### src/rtl/bsg_credit_pkg.sv
// Shared types and width helpers for the credit-tracking blocks.
package bsg_credit_pkg;

  typedef enum logic [1:0] {
    IDLE  = 2'd0,
    DRAIN = 2'd1,
    DONE  = 2'd2
  } state_e;

  function automatic int ptr_w(input int max_val);
    return $clog2(max_val + 1);
  endfunction

  function automatic int ret_w(input int ret_max);
    return $clog2(ret_max + 1);
  endfunction

endpackage

### src/rtl/bsg_credit_counter_core.sv
// Saturating up-by-n / down-by-1 credit counter with clear and sticky overflow.
module bsg_credit_counter_core
  import bsg_credit_pkg::*;
#(
  parameter int max_val_p  = 63,
  parameter int init_val_p = 63,
  parameter int ret_max_p  = 7,
  localparam int ptr_w_lp  = ptr_w(max_val_p),
  localparam int ret_w_lp  = ret_w(ret_max_p)
) (
  input  logic                clk_i,
  input  logic                reset_i,
  input  logic                clear_i,
  input  logic [ret_w_lp-1:0] inc_i,
  input  logic                dec_i,
  output logic [ptr_w_lp-1:0] count_o,
  output logic [ptr_w_lp-1:0] count_nxt_o,
  output logic                overflow_o
);

  localparam int sum_w_lp = ptr_w_lp + 1;
  localparam logic [ptr_w_lp-1:0] max_lp  = ptr_w_lp'(max_val_p);
  localparam logic [ptr_w_lp-1:0] init_lp = ptr_w_lp'(init_val_p);

  logic [sum_w_lp-1:0] sum;
  logic                over;

  // One extra bit holds count + a full return batch without wrapping.
  assign sum         = {1'b0, count_o} + sum_w_lp'(inc_i) - sum_w_lp'(dec_i);
  assign over        = sum > sum_w_lp'(max_val_p);
  assign count_nxt_o = over ? max_lp : sum[ptr_w_lp-1:0];

  always_ff @(posedge clk_i) begin
    if (reset_i || clear_i) begin
      count_o    <= init_lp;
      overflow_o <= 1'b0;
    end else begin
      count_o <= count_nxt_o;
      if (over) overflow_o <= 1'b1;
    end
  end

endmodule

### src/rtl/bsg_credit_counter_down_up_drain.sv
// Sender-side credit tracker: spends a credit per accepted send, restores returned
// credits, and runs a drain handshake that waits until every credit is home.
module bsg_credit_counter_down_up_drain
  import bsg_credit_pkg::*;
#(
  parameter int max_val_p  = 63,
  parameter int init_val_p = 63,
  parameter int ret_max_p  = 7,
  localparam int ptr_w_lp  = ptr_w(max_val_p),
  localparam int ret_w_lp  = ret_w(ret_max_p)
) (
  input  logic                clk_i,
  input  logic                reset_i,
  input  logic                clear_i,
  input  logic                v_i,
  output logic                ready_o,
  input  logic                credit_v_i,
  input  logic [ret_w_lp-1:0] credit_cnt_i,
  input  logic                drain_req_i,
  output logic                drain_ack_o,
  output logic                credits_full_o,
  output logic                overflow_o,
  output logic [ptr_w_lp-1:0] count_o
);

  if (init_val_p > max_val_p) begin : g_bad_init
    $error("init_val_p must not exceed max_val_p");
  end
  if (ret_max_p > max_val_p) begin : g_bad_ret
    $error("ret_max_p must not exceed max_val_p");
  end

  localparam logic [ptr_w_lp-1:0] max_lp = ptr_w_lp'(max_val_p);

  state_e              state, state_n;
  logic                ack_n;
  logic                dec;
  logic [ret_w_lp-1:0] inc;
  logic [ptr_w_lp-1:0] count_nxt;

  assign ready_o        = (count_o != '0) && (state == IDLE);
  assign dec            = v_i & ready_o;
  assign inc            = credit_v_i ? credit_cnt_i : '0;
  assign credits_full_o = (count_o == max_lp);

  bsg_credit_counter_core #(
    .max_val_p (max_val_p),
    .init_val_p(init_val_p),
    .ret_max_p (ret_max_p)
  ) core (
    .clk_i      (clk_i),
    .reset_i    (reset_i),
    .clear_i    (clear_i),
    .inc_i      (inc),
    .dec_i      (dec),
    .count_o    (count_o),
    .count_nxt_o(count_nxt),
    .overflow_o (overflow_o)
  );

  // A clear leaves the state alone; a full reload is seen as complete one cycle later.
  always_comb begin
    state_n = state;
    ack_n   = 1'b0;
    case (state)
      IDLE:  if (drain_req_i) state_n = DRAIN;
      DRAIN: begin
        if (!drain_req_i) begin
          state_n = IDLE;
        end else if (!clear_i && (count_nxt == max_lp)) begin
          state_n = DONE;
          ack_n   = 1'b1;
        end
      end
      DONE:    if (!drain_req_i) state_n = IDLE;
      default: state_n = IDLE;
    endcase
  end

  always_ff @(posedge clk_i) begin
    if (reset_i) begin
      state       <= IDLE;
      drain_ack_o <= 1'b0;
    end else begin
      state       <= state_n;
      drain_ack_o <= ack_n;
    end
  end

endmodule

### config.mk
export PLATFORM = sky130hd
export DESIGN_NAME = bsg_credit_counter_down_up_drain
export DESIGN_NICKNAME = d
export VERILOG_FILES = /design/src/rtl/bsg_credit_pkg.sv /design/src/rtl/bsg_credit_counter_core.sv /design/src/rtl/bsg_credit_counter_down_up_drain.sv
export SDC_FILE = /design/constraint.sdc
export NUM_CORES = 1
export LEC_CHECK = 0
export ABC_CLOCK_PERIOD_IN_PS = 4100
export BUFFER_PORTS_ARGS = -buffer_cell sky130_fd_sc_hd__buf_2
export CORE_MARGIN = 2
export CORE_UTILIZATION = 50
export DETAILED_ROUTE_END_ITERATION = 12
export HOLD_SLACK_MARGIN = 0.05
export PLACE_DENSITY = 0.73
export SYNTH_ARGS = -nofsm -noshare
export SYNTH_HDL_FRONTEND = slang
export SYNTH_SLANG_ARGS = --single-unit
### constraint.sdc
create_clock -name clk_i -period 4.1 [get_ports clk_i]
set_input_delay 0.205 -clock clk_i [delete_from_list [all_inputs] [get_ports clk_i]]
set_output_delay 0.205 -clock clk_i [all_outputs]
set_load 0.03 [all_outputs]
==> results.json, run 1 <==
{
  "grt_overflow": 0,
  "place_hpwl_um": 1158,
  "min_to": "core.overflow_o",
  "via_per_inst": 5.208,
  "drc": 0,
  "finalCriticalPeriod_ps": 3468,
  "tightest_slew_ps": 588.8,
  "ir_drop_mv": 0.4153,
  "grt_max_degree": 8,
  "antenna_found_initial": 0,
  "final_cell_mix": "buf_2 (18), inv_1 (13), ha_1 (11), dfxtp_1 (10), nand2_1 (6)",
  "rows": 13,
  "dieArea_sq_mm": 0.001775,
  "wl_per_cell_um": 11.13,
  "cts_max_level": 1,
  "coreArea_sq_mm": 0.001334,
  "hp-start": "reset_i",
  "powerDensity_mw_per_mm2": 825.9,
  "via_count": 625,
  "cts_tree": "yes",
  "grt_pass1_vias": 585,
  "final-setup-viol-count": 0,
  "globalplace.congestion": 0.7984,
  "rr_startpoint": "core.count_o[5]",
  "post_cts_resized": 0,
  "status": "finished, final reports clean",
  "r2r-end": "core.count_o[5]",
  "start_util_pct": 54.50,
  "critPathRequiredTime_ps": 4230,
  "synth_area_sq_um": 726.9,
  "worstPathMaxFanout": 6,
  "hold_path_class": "in -> reg",
  "cap_violations": 0,
  "ff2ff_path_depth": 13,
  "worst_setup_path_start_kind": "register",
  "fin_setup_tns_ps": 0,
  "clkTransAtPathRegs_ps": 60,
  "num-nets-final": 127,
  "grt_pass1_wl_um": 2456,
  "postCtsSetupBuffers": 0,
  "fin_util_pct": 65.38,
  "n_antenna_cell": 0,
  "crit_path_end_kind": "register",
  "syn_to_final_growth_pct": 19.97,
  "hold_buffers": 0,
  "timing.final.crit_share_pct": 84.58,
  "die_x_um": 42.13,
  "fmax_mhz": 288.4,
  "dr.pass1.iters": 4,
  "netlist_instances": 83,
  "postRouteAntennaNets": 0,
  "hold_depth": 2,
  "fin_ws_ps": 632.4,
  "dp_slack_ps": 657.6,
  "drive_gt1_share_pct": 23.81,
  "ios": 19,
  "yosysWarnings": 0,
  "relSlewSlack_pct": 59.73,
  "final-max-slew-violation-count": 0,
  "numCtsBuffers": 3,
  "grt_usage_pct": 18.09,
  "totalPowerFinal_uw": 720.3,
  "clock_latency_ps": 260,
  "clockBufferDepth": 2,
  "drt_iter0_drc": 4,
  "worstSetupPathType": "reg -> reg",
  "hold_violations": 0,
  "power_leakage_nw": 0.4418,
  "clock_skew_ps": 3.821,
  "root_buffer": "clkbuf_4",
  "die_h_um": 42.13,
  "io_buffers": 18,
  "syn_nets": 104,
  "ys_seq_elements": 10,
  "regToRegSetupSlack_ps": 630,
  "cts.sinks": 10,
  "mostFrequentLayoutCell": "buf_2",
  "rsz0062_at_grt": "no",
  "yosysSeqAreaShare_pct": 27.54,
  "wl_um": 1335,
  "arrival_ps": 3600,
  "syn-mean-instance-area_sq_um": 8.758,
  "synth_cell_types": 30
}
[metal layers]
layer  vias up  routed length [um]  global-route usage (%)
met5         -                   0                       0
met4         0                   6                   5.000
met3         2                  92                   8.190
met2        17                 587                   27.81
met1       267                 648                   22.89
li1        339                   -                       -
[cells in the mapped netlist]
cell type / number / share of area, %
nor3b_2: 1 / 1.7
a21oi_1: 1 / 0.69
nand2b_1: 4 / 3.4
or4b_1: 2 / 2.8
fa_1: 1 / 2.8
nand4_1: 2 / 1.7
and2_1: 1 / 0.86
o2111ai_1: 1 / 1.2
nor2b_1: 1 / 0.86
and3b_1: 1 / 1.2
inv_1: 13 / 6.7
o21a_1: 2 / 2.1
and3_1: 1 / 0.86
a2111oi_0: 1 / 1.2
o41ai_2: 1 / 2.2
ha_1: 11 / 19
xor2_1: 2 / 2.4
nor3_2: 1 / 1.4
dfxtp_1: 10 / 28
a31oi_1: 1 / 0.86
nor2_1: 5 / 2.6
a211oi_1: 1 / 1.0
o21ai_0: 3 / 2.1
nand2_1: 6 / 3.1
nor3_1: 4 / 2.8
nor3b_1: 2 / 2.1
a311oi_1: 1 / 1.2
a211o_1: 1 / 1.2
xnor2_1: 1 / 1.2
a221o_1: 1 / 1.4
[critical path: stages (launching register included)]
cell	delay, ps
dfxtp_1	380
inv_1	100
ha_1	190
a311oi_1	290
and2_1	170
ha_1	130
inv_1	40
ha_1	200
fa_1	400
a211o_1	290
a2111oi_0	560
nor3_1	180
nor3_2	310
nand2_1	110
[where the power goes]
part | total [mW] | internal, mW | switching [mW] | leakage [nW]
clock network | 0.0857 | 0.0539 | 0.0318 | 0.0210
registers | 0.144 | 0.123 | 0.0215 | 0.0818
logic | 0.490 | 0.188 | 0.302 | 0.339
total | 0.720 | 0.365 | 0.355 | 0.442
[how the worst max path moves through the flow]
| stage | start | to | cells after the start |
|---|---|---|---|
| after CTS | core.count_o[5] | core.count_o[4] | 13 |
| after detailed placement | core.count_o[5] | core.count_o[4] | 13 |
| after global routing | core.count_o[5] | core.count_o[5] | 13 |
| final | core.count_o[5] | core.count_o[5] | 13 |
| after floorplan | core.count_o[5] | drain_ack_o | 13 |
| after global placement | core.count_o[5] | core.count_o[5] | 13 |
[flip-flops by register name (all words and copies together) (netlist names)]
name	flops
drain_ack_o	1
core.count_o	6
core.overflow_o	1
state	2
[area by class of cell]
| cell class | count | area, sq um |
|---|---|---|
| multi-input combinational | 60 | 478.0 |
| fill | 118 | 461.7 |
| sequential | 10 | 200.2 |
| timing repair buffer | 18 | 90.09 |
| inverter | 13 | 48.80 |
| clock buffer | 4 | 36.28 |
| tap | 15 | 18.77 |
[per-stage QoR]
stage	hold WS, ps	cells	cell area, sq um
after floorplan	281.8	83	726.9
after global routing	131.1	120	872.1
after detailed placement	414.4	116	835.8
final	138.2	120	872.1
after global placement	412.1	116	835.8
after CTS	136.1	120	872.1
[cell families (layout without fill, tap and decap cells)]
group                      count (synthesis)  count (layout)  synth area share, %
xor gates and xnor gates                   3               3                3.615
AOI/OAI and AO/OA                         14              14                15.15
DFF                                       10              10                27.54
and+or+nand+nor                           31              31                25.30
buffers and inverters                     13              35                6.713
adders and majority gates                 12              12                21.69
Note: power is estimated with default switching activity, not from simulation.
==> run 2, diff against run 1 <==
--- a/config.mk
+++ b/config.mk
@@ -5,13 +5,13 @@
 export SDC_FILE = /design/constraint.sdc
 export NUM_CORES = 1
 export LEC_CHECK = 0
-export ABC_CLOCK_PERIOD_IN_PS = 4100
+export ABC_CLOCK_PERIOD_IN_PS = 3030
 export BUFFER_PORTS_ARGS = -buffer_cell sky130_fd_sc_hd__buf_2
 export CORE_MARGIN = 2
-export CORE_UTILIZATION = 50
+export CORE_UTILIZATION = 45
 export DETAILED_ROUTE_END_ITERATION = 12
 export HOLD_SLACK_MARGIN = 0.05
-export PLACE_DENSITY = 0.73
+export PLACE_DENSITY = 0.69
 export SYNTH_ARGS = -nofsm -noshare
 export SYNTH_HDL_FRONTEND = slang
 export SYNTH_SLANG_ARGS = --single-unit
==> constraint.sdc (replaced) <==
create_clock -name clk_i -period 3.03 [get_ports clk_i]
set_input_delay 0.1515 -clock clk_i [delete_from_list [all_inputs] [get_ports clk_i]]
set_output_delay 0.1515 -clock clk_i [all_outputs]
set_load 0.03 [all_outputs]
==> results.json, run 2 (synthesis results as in run 1) <==
{
  "die_h_um": 44.19,
  "syn_to_final_growth_pct": 48.02,
  "drc": 0,
  "ff2ff_path_depth": 13,
  "hold_buffers": 0,
  "final_cell_mix": "buf_2 (18), buf_4 (11), inv_1 (10), ha_1 (9), nand2_1 (6)",
  "rsz0062_at_grt": "yes",
  "fillers": 122,
  "final_area_sq_mm": 0.001076,
  "clock_latency_ps": 280,
  "min_to": "core.overflow_o",
  "rr_startpoint": "core.count_o[0]",
  "dieArea_sq_mm": 0.001953,
  "timing.final.crit_share_pct": 99.62,
  "coreArea_sq_mm": 0.001506,
  "cap_violations": 0,
  "grt_usage_pct": 20.53,
  "n_antenna_cell": 0,
  "via_count": 695,
  "num-nets-final": 138,
  "numCtsBuffers": 3,
  "cts_tree": "yes",
  "status": "finished, final reports clean",
  "powerDensity_mw_per_mm2": 1152,
  "finalCriticalPeriod_ps": 3018,
  "io_buffers": 18,
  "start_util_pct": 48.26,
  "clockBufferDepth": 2,
  "fmax_mhz": 331.3,
  "hold_violations": 0,
  "totalPowerFinal_mw": 1.240,
  "grt_pass1_vias": 654,
  "grt_max_degree": 8,
  "arrival_ps": 3150,
  "worstPathMaxFanout": 6,
  "wl_um": 1730,
  "r2r-end": "core.count_o[5]",
  "power_leakage_nw": 0.5177,
  "grt_pass1_wl_um": 2856,
  "clkTransAtPathRegs_ps": 70,
  "mostFrequentLayoutCell": "buf_2",
  "globalplace.congestion": 0.8045,
  "worstSetupPathType": "reg -> reg",
  "final-max-slew-violation-count": 0,
  "drive_gt1_share_pct": 46.55,
  "tightest_slew_ps": 417.2,
  "place_hpwl_um": 1354,
  "whs_ps": 77.82,
  "worst_setup_path_start_kind": "register",
  "dr.pass1.iters": 4,
  "cts.sinks": 10,
  "hold_depth": 2,
  "root_buffer": "clkbuf_4",
  "post_dp_cell_area_sq_um": 973.4,
  "final-setup-viol-count": 0,
  "critPathRequiredTime_ps": 3170,
  "rows": 14,
  "crit_path_end_kind": "register",
  "top_register": "core.count_o",
  "dpl.cell_count": 127,
  "fin_util_pct": 71.43,
  "regToRegSetupSlack_ps": 10,
  "drt_iter0_drc": 14,
  "ios": 19,
  "final_cells": 132,
  "cts_max_level": 1,
  "grt_overflow": 0,
  "postRouteAntennaNets": 0,
  "antenna_found_initial": 0,
  "wl_per_cell_um": 13.11,
  "largest_reg_flops": 6,
  "die_x_um": 44.19,
  "hold_path_class": "in -> reg",
  "top_regs": "core.count_o x6, state x2",
  "ir_drop_mv": 0.7236,
  "via_per_inst": 5.265,
  "clock_skew_ps": 6.091,
  "relSlewSlack_pct": 72.16,
  "hp-start": "reset_i"
}
[run 2: report_power, final]
group          total [mW]  internal [mW]  switching (mW)
registers           0.209          0.173          0.0360
logic               0.907          0.392           0.515
clock network       0.124         0.0732          0.0506
total                1.24          0.638           0.602
[run 2: layer usage]
| metal | routed length (um) | GRT usage, % | up-vias |
|---|---|---|---|
| met1 | 758 | 25.38 | 309 |
| li1 | - | - | 356 |
| met4 | 21 | 7.273 | 0 |
| met2 | 830 | 33.82 | 26 |
| met3 | 120 | 6.122 | 4 |
| met5 | 0 | 0 | - |
[run 2: layout make-up]
type                            instances  area, sq um  share of cell area (%)
Clock buffer                            4        36.28                   3.372
Inverter                               13        53.80                   5.000
Multi-Input combinational cell         60        578.1                   53.72
Sequential cell                        10        215.2                   20.00
Tap cell                               16        20.02                   1.860
Timing Repair Buffer                   29        172.7                   16.05
[run 2: worst max-delay path by stage]
stage | start | slack, ps | cells after the start | end
floorplan | core.count_o[5] | -140 | 13 | drain_ack_o
global placement | core.count_o[0] | 10 | 13 | core.count_o[5]
detailed placement | core.count_o[1] | -70 | 13 | core.count_o[5]
CTS | core.count_o[1] | 10 | 12 | drain_ack_o
global route | core.count_o[0] | -100 | 13 | core.count_o[5]
finish | core.count_o[0] | 10 | 13 | core.count_o[5]
[run 2: what timing repair did]
item,in CTS,in global routing
setup buffers,0,1
pin swaps,1,6
endpoints found under the hold margin,0,0
cloned,0,0
gates resized for setup,2,7
setup endpoints to repair,9,10
[run 2: worst max-delay path: stages, from the launching register on]
cell and delay (ps):
dfxtp_4 350, nor3_4 210, a311oi_4 110, and2_1 150
ha_1 280, inv_2 50, ha_4 160, fa_2 340
a211o_1 350, a2111oi_4 410, nor3_2 100, nor3_2 150
buf_4 160, nand2_1 70
[run 2: per-stage QoR]
stage | TNS [ps] | setup slack, ps
detailed placement | -377.6 | -69.78
global placement | 0 | 13.55
floorplan | -1008 | -137.9
global route | -643.8 | -98.40
CTS | 0 | 11.15
finish | 0 | 11.59
==> run 3, diff against run 2 <==
--- a/config.mk
+++ b/config.mk
@@ -12,6 +12,7 @@
 export DETAILED_ROUTE_END_ITERATION = 12
 export HOLD_SLACK_MARGIN = 0.05
 export PLACE_DENSITY = 0.69
+export SETUP_SLACK_MARGIN = 0.15
 export SYNTH_ARGS = -nofsm -noshare
 export SYNTH_HDL_FRONTEND = slang
 export SYNTH_SLANG_ARGS = --single-unit
==> results.json, run 3 (synthesis results as in run 1) <==
{
  "wl_per_cell_um": 12.79,
  "crit_path_end_kind": "register",
  "worstSetupPathType": "reg -> reg",
  "grt_overflow": 0,
  "die_x_um": 44.19,
  "final_cell_mix": "buf_2 (18), inv_1 (10), ha_1 (9), buf_4 (9), nand2_1 (6)",
  "ff_latch_area_sq_um": 215.2,
  "top_regs": "core.count_o x6, state x2",
  "ir_drop_mv": 0.6060,
  "critPathRequiredTime_ps": 3230,
  "finalCriticalPeriod_ps": 2999,
  "antenna_found_initial": 0,
  "startpoint": "core.count_o[0]",
  "hp-start": "reset_i",
  "clkTransAtPathRegs_ps": 70,
  "crit_end": "drain_ack_o",
  "postRouteAntennaNets": 0,
  "start_util_pct": 48.26,
  "ios": 19,
  "dr.pass1.iters": 4,
  "ff2ff_path_depth": 12,
  "clock_skew_ps": 2.046,
  "fin_setup_tns_ps": 0,
  "clockBufferDepth": 2,
  "hold_violations": 0,
  "fin_ws_ps": 31.50,
  "cap_violations": 0,
  "die_h_um": 44.19,
  "numCtsBuffers": 3,
  "final_cells": 130,
  "coreArea_sq_mm": 0.001506,
  "totalPowerFinal_mw": 1.191,
  "clock_latency_ps": 260,
  "drive_gt1_share_pct": 45.61,
  "hold_path_class": "in -> reg",
  "io_buffers": 18,
  "grt_max_degree": 8,
  "cts_tree": "yes",
  "grt_usage_pct": 20.30,
  "hold_buffers": 0,
  "dpl.cell_count": 125,
  "tightest_slew_ps": 425.9,
  "worst_setup_path_start_kind": "register",
  "post_dp_cell_area_sq_um": 958.4,
  "num-nets-final": 136,
  "largest_reg_flops": 6,
  "grt_pass1_vias": 656,
  "wl_um": 1663,
  "via_per_inst": 5.362,
  "final_area_sq_mm": 0.001049,
  "globalplace.congestion": 0.7563,
  "final-max-slew-violation-count": 0,
  "drc": 0,
  "powerDensity_mw_per_mm2": 1136,
  "top_register": "core.count_o",
  "rows": 14,
  "worstPathMaxFanout": 3,
  "r2r-end": "drain_ack_o",
  "arrival_ps": 3200,
  "multi_input_area_sq_um": 565.5,
  "grt_pass1_wl_um": 2870,
  "n_antenna_cell": 0,
  "root_buffer": "clkbuf_4",
  "via_count": 697,
  "status": "finished, final reports clean",
  "regToRegSetupSlack_ps": 30,
  "place_hpwl_um": 1326,
  "fillers": 120,
  "fmax_mhz": 333.5,
  "rr_startpoint": "core.count_o[0]",
  "dieArea_sq_mm": 0.001953,
  "mostFrequentLayoutCell": "buf_2",
  "cts.sinks": 10,
  "drt_iter0_drc": 9,
  "rsz0062_at_grt": "yes",
  "power_leakage_nw": 0.5056,
  "final-setup-viol-count": 0,
  "cts_max_level": 1,
  "syn_to_final_growth_pct": 44.23,
  "relSlewSlack_pct": 71.58,
  "timing.final.crit_share_pct": 98.96,
  "dp_slack_ps": -42.25
}
==> run 3: routing by layer <==
layer | GRT usage, % | up-vias | routed length (um)
met1 | 23.17 | 321 | 733
met5 | 0 | - | 0
met2 | 37.35 | 20 | 827
met4 | 0.6061 | 0 | 0
li1 | - | 356 | -
met3 | 8.163 | 0 | 102
==> run 3: final cells by class <==
class / instances / area share [%]
well taps: 16 / 1.909
repair buffers: 27 / 15.04
clock buffers: 4 / 3.461
inverters: 13 / 5.131
flip-flops and latches: 10 / 20.52
multi-input cells: 60 / 53.94
==> run 3: power by group <==
| part | switching (mW) | internal, mW |
|---|---|---|
| Combinational | 0.501 | 0.362 |
| Sequential | 0.0358 | 0.174 |
| Clock | 0.0458 | 0.0730 |
| Total | 0.583 | 0.608 |
==> run 3: through the flow <==
| stage | util [%] | hold slack [ps] |
|---|---|---|
| 2_1_floorplan | - | 228.3 |
| 3_3_place_gp | 63.62 | 358.1 |
| 3_5_place_dp | 63.62 | 361.1 |
| 4_1_cts | 69.27 | 78.73 |
| 5_1_grt | 69.60 | 84.07 |
| 6_report | 69.60 | 82.32 |
==> run 3: what timing repair did <==
action,4_1_cts,5_1_grt
setup endpoints to repair,10,10
gates resized for setup,7,1
hold endpoints to repair,0,0
pin swaps,2,0
setup buffers,1,0
==> run 3: critical path, cell delays in order (launching register included) <==
cell and delay (ps):
dfxtp_4 350, nor3_4 210, a311oi_4 120, and2_1 150, ha_1 280, inv_2 50
ha_4 160, fa_2 350, a211o_1 310, and3_4 170, or4b_4 500, o41ai_4 80
nor3b_2 210
==> run 3: worst min-delay path by stage <==
stage                       to  slack, ps  depth (start not counted)
3_3_place_gp   core.overflow_o        360                          2
5_1_grt        core.overflow_o         80                          2
2_1_floorplan  core.overflow_o        230                          1
6_report       core.overflow_o         80                          2
4_1_cts        core.overflow_o         80                          2
3_5_place_dp   core.overflow_o        360                          2
